[config.mk]
export PLATFORM = sky130hd
export DESIGN_NAME = systolic_feeder
export DESIGN_NICKNAME = d
export VERILOG_FILES = /design/src/rtl/systolic_feeder.sv
export SDC_FILE = /design/constraint.sdc
export NUM_CORES = 1
export LEC_CHECK = 0
export ABC_AREA = 1
export CAP_MARGIN = 20
export CORE_AREA = 5 5 148 207
export CTS_CLUSTER_DIAMETER = 200
export DETAILED_ROUTE_END_ITERATION = 16
export DIE_AREA = 0 0 153 212
export HOLD_SLACK_MARGIN = 0.03
export PLACE_DENSITY = 0.91
export SLEW_MARGIN = 15
export SYNTH_ARGS = -nofsm -noshare
export SYNTH_HDL_FRONTEND = slang
export SYNTH_SLANG_ARGS = --single-unit
[constraint.sdc]
create_clock -name i_clk -period 5.1 [get_ports i_clk]
set_input_delay 1.02 -clock i_clk [delete_from_list [all_inputs] [get_ports i_clk]]
set_output_delay 1.02 -clock i_clk [all_outputs]
set_load 0.01 [all_outputs]
[src/rtl/systolic_feeder.sv]
// Skews two captured N x N matrices onto the row and column edges of a systolic PE array.
// A start in IDLE latches both matrices, then 3N-2 FEED steps run, followed by a one-cycle DONE.
module systolic_feeder #(
  parameter int unsigned N = 4,
  parameter int unsigned W = 8
) (
  input  logic             i_clk,
  input  logic             i_srst_n,
  input  logic             i_start,
  input  logic [N*N*W-1:0] i_matA,
  input  logic [N*N*W-1:0] i_matB,
  output logic [N*W-1:0]   o_a,
  output logic [N*W-1:0]   o_b,
  output logic             o_doProcess,
  output logic             o_busy,
  output logic             o_done
);

  localparam int unsigned CW = $clog2(3 * N - 1);
  localparam logic [CW-1:0] TLast = CW'(3 * N - 3);

  localparam logic [1:0] StIdle = 2'd0;
  localparam logic [1:0] StFeed = 2'd1;
  localparam logic [1:0] StDone = 2'd2;

  logic [1:0]       state_q, state_d;
  logic [CW-1:0]    t_q, t_d;
  logic [N*N*W-1:0] a_cap_q, a_cap_d;
  logic [N*N*W-1:0] b_cap_q, b_cap_d;
  logic [N*W-1:0]   a_q, a_d;
  logic [N*W-1:0]   b_q, b_d;
  logic             do_process_q, do_process_d;
  logic             done_q, done_d;
  int unsigned      t_n;

  always_comb begin
    state_d = state_q;
    t_d     = t_q;
    a_cap_d = a_cap_q;
    b_cap_d = b_cap_q;
    case (state_q)
      StIdle: begin
        if (i_start) begin
          a_cap_d = i_matA;
          b_cap_d = i_matB;
          t_d     = '0;
          state_d = StFeed;
        end
      end
      StFeed: begin
        if (t_q == TLast) begin
          t_d     = '0;
          state_d = StDone;
        end else begin
          t_d = t_q + CW'(1);
        end
      end
      StDone:  state_d = StIdle;
      default: state_d = StIdle;
    endcase
  end

  // Outputs are computed from next-state values so they are registered and aligned with t.
  always_comb begin
    a_d          = '0;
    b_d          = '0;
    t_n          = 32'(t_d);
    do_process_d = (state_d == StFeed);
    done_d       = (state_d == StDone);
    if (state_d == StFeed) begin
      for (int unsigned i = 0; i < N; i++) begin
        if (t_n >= i && (t_n - i) < N) begin
          a_d[i*W +: W] = a_cap_d[(i * N + (t_n - i)) * W +: W];
        end
      end
      for (int unsigned j = 0; j < N; j++) begin
        if (t_n >= j && (t_n - j) < N) begin
          b_d[j*W +: W] = b_cap_d[((t_n - j) * N + j) * W +: W];
        end
      end
    end
  end

  always_ff @(posedge i_clk) begin
    if (!i_srst_n) begin
      state_q      <= StIdle;
      t_q          <= '0;
      a_cap_q      <= '0;
      b_cap_q      <= '0;
      a_q          <= '0;
      b_q          <= '0;
      do_process_q <= 1'b0;
      done_q       <= 1'b0;
    end else begin
      state_q      <= state_d;
      t_q          <= t_d;
      a_cap_q      <= a_cap_d;
      b_cap_q      <= b_cap_d;
      a_q          <= a_d;
      b_q          <= b_d;
      do_process_q <= do_process_d;
      done_q       <= done_d;
    end
  end

  assign o_a         = a_q;
  assign o_b         = b_q;
  assign o_doProcess = do_process_q;
  assign o_done      = done_q;
  assign o_busy      = (state_q != StIdle);

endmodule

==> results.cfg <==
[timing]
setup_viol = 0
slew_viol_final = 0
slew_headroom = 0.254
hold_violations = 0
worst_slew_pin_slew_ns = 1.12
rsz0062_at_grt = false
final.setup_skew_ns = 0.0177
finalSetupTns_ns = 0
fin_crit_sh = 0.730
worst_slack_ns = 1.38
max_freq_mhz = 269
fin_crit_ns = 3.72

[detailed_routing]
drcViolationCount = 0
wl_per_cell_um = 17.5
drtIter0Drc = 1397
routed_wl_mm = 49.3
firstDrtPassIters = 6
antenna_left = 0
drt-vias-per-instance = 5.56
dr_total_vias = 15700

[synthesis]
syn_area_um2 = 15400
async_reset_ff_frac = 0
synthTopCellsByArea = dfxtp_1, nand2_1, nand3_1, mux2i_1, nor2_1
ys_ff_latch = 328
synthTopCellsByCount = nand2_1, nand3_1, dfxtp_1, nor2_1, inv_1
syn_nets = 2464
synth_cell_type_count = 29
syn_area_per_cell_um2 = 7.04
yosys_warnings = 0
synth.most_common_cell = nand2_1
postSynthCellCount = 2192
yosysTopAreaCell = dfxtp_1
synth_flop_cell = dfxtp_1
yosysTopAreaCellShare = 0.426
synth_edf_count = 0
ys_seq_area_frac = 0.426

[clocking]
cts_buffers = 30
cts_resized = 0
cts_root_buf = clkbuf_16
hold_buffers = 0
clockBufferDepth = 3
clk_pin_slew_ns = 0.06
cts_htree_levels = 1
post-cts-setup-buffers = 0
clkSinkCount = 328
clock_latency_ns = 0.57
cts_tree = built

[global_routing]
grt_max_degree = 142
grt_pass1_wl_mm = 77.0
gr-total-overflow = 0
grtUsageTotal = 0.288
grt_pass1_vias = 15200
antenna_found_initial = 3

[hold_path]
hold_path.class = flip-flop to flip-flop

[critical_path]
crit_slowest_cell = dfxtp_1
required_ns = 5.59
cpPeakStageDelay_ns = 0.38
crit_family = simple AND/OR/NAND/NOR gates
cp-start-kind = flip-flop
cp_common_cell = ha_1
crit_type = flip-flop to flip-flop
critPathArrivalTime_ns = 4.21
path_cells = inv_1 > ha_1 > nand3_1 > nand3_2 > nand2_4 > clkinv_2 > ha_1 > nand2_1 > nand2_2 > inv_2 > ha_1 > inv_1 > nor2_1 > nand2_1 > a21oi_4 > nand3_2 > nor2_1
crit_buf_inv = 4
cp-end-kind = flip-flop
cp_max_fo = 37

[cells_and_area]
n_fill_cell = 2267
nNetsFinal = 2688
drive_above_1_share = 0.0377
area_growth_pct = 27.8

[floorplan]
core_area_um2 = 28700
dieHeight_um = 212
io_pins = 326
die_w_um = 153
initial_core_util = 0.537
dieArea_um2 = 32400
rows = 74

[placed_design]
dp_hpwl_mm = 33.6
pre_cts_slack_ns = 0.979
gp_congestion = 0.952
port_buffers = 325

[pwr]
power.density_nw_per_um2 = 330
ir_worst_vdd_v = 0.000230
p_leak_nw = 9.17

[outcome]
outcome = finished clean

[run]
maxCapViolCount = 0
[where the power goes]
part / switching [W] / internal, W / total [W]
clock: 0.000989 / 0.00124 / 0.00223
sequential: 0.0000441 / 0.00271 / 0.00275
combinational: 0.000925 / 0.000592 / 0.00152
[placed cells by master, fill, tap and decap left out, types with 9 or more instances in the layout]
cell	n
inv_1	135
clkbuf_8	9
nand2_1	554
ha_1	12
buf_4	12
a21oi_1	112
nand3_1	382
mux2i_1	128
dfxtp_1	328
clkdlybuf4s50_1	324
nor2_1	264
o21ai_1	21
clkbuf_16	31
o21ai_0	63
[cells by family (layout without fill, tap and decap cells)]
family | Yosys count | count (layout) | synth area share
and+or+nand+nor | 1224 | 1224 | 0.334
DFF | 328 | 328 | 0.426
buffers and inverters | 295 | 541 | 0.0786
AOI/OAI and AO/OA | 203 | 203 | 0.0671
muxes | 128 | 128 | 0.0831
adders and majority gates | 13 | 13 | 0.0105
xor gates and xnor gates | 1 | 1 | 0.000568
other | 0 | 3 | 0
[routing by layer]
metal	global-route usage	vias up	wire, um
met1	0.334	7103	18300
met3	0.0379	198	3610
met2	0.505	820	24200
li1	-	7566	-
met4	0.176	0	3160
met5	0	-	0
[flip-flops by register name, indices dropped and copies added (netlist names)]
register / cells
a_cap_q: 128
t_q: 4
b_cap_q: 128
o_doProcess: 1
o_b: 32
o_a: 32
o_done: 1
state_q: 2
[path summary, 6_finish.rpt]
path | from | to | slack (ns) | cells past startpoint
worst max register to register | t_q[1] | o_b[10] | 1.38 | 17
worst max-delay path | t_q[1] | o_b[10] | 1.38 | 17
worst min-delay path | a_cap_q[46] | a_cap_q[46] | 0.47 | 2
worst min register to register | a_cap_q[46] | a_cap_q[46] | 0.47 | 2
[area by class of cell]
class,count,area (um2),share of cell area
multi-input cells,1569,7690,0.390
flip-flops and latches,328,6570,0.333
repair buffers,342,3450,0.175
clock buffers,45,918,0.0466
inverters,145,551,0.0279
well taps,380,475,0.0241
clock inverters,9,61.3,0.00311
diodes,3,7.51,0.000381
[worst min-delay path, stage by stage (launching register included)]
cell     delay (ns)
dfxtp_1        0.30
nand2_1        0.07
a21oi_1        0.06
[stage by stage]
| step | util | hold WS (ns) | instances | cell area [um2] | power, W |
|---|---|---|---|---|---|
| 2_1_floorplan | - | 0.447 | 2192 | 15400 | 0.00377 |
| 3_3_place_gp | 0.651 | 0.456 | 2762 | 18700 | 0.00424 |
| 3_5_place_dp | 0.651 | 0.461 | 2762 | 18700 | 0.00428 |
| 4_1_cts | 0.685 | 0.471 | 2816 | 19700 | 0.00649 |
| 5_1_grt | 0.687 | 0.487 | 2821 | 19700 | 0.00679 |
| 6_report | 0.687 | 0.468 | 2821 | 19700 | 0.00650 |
Note: power is estimated with default switching activity, not from simulation.
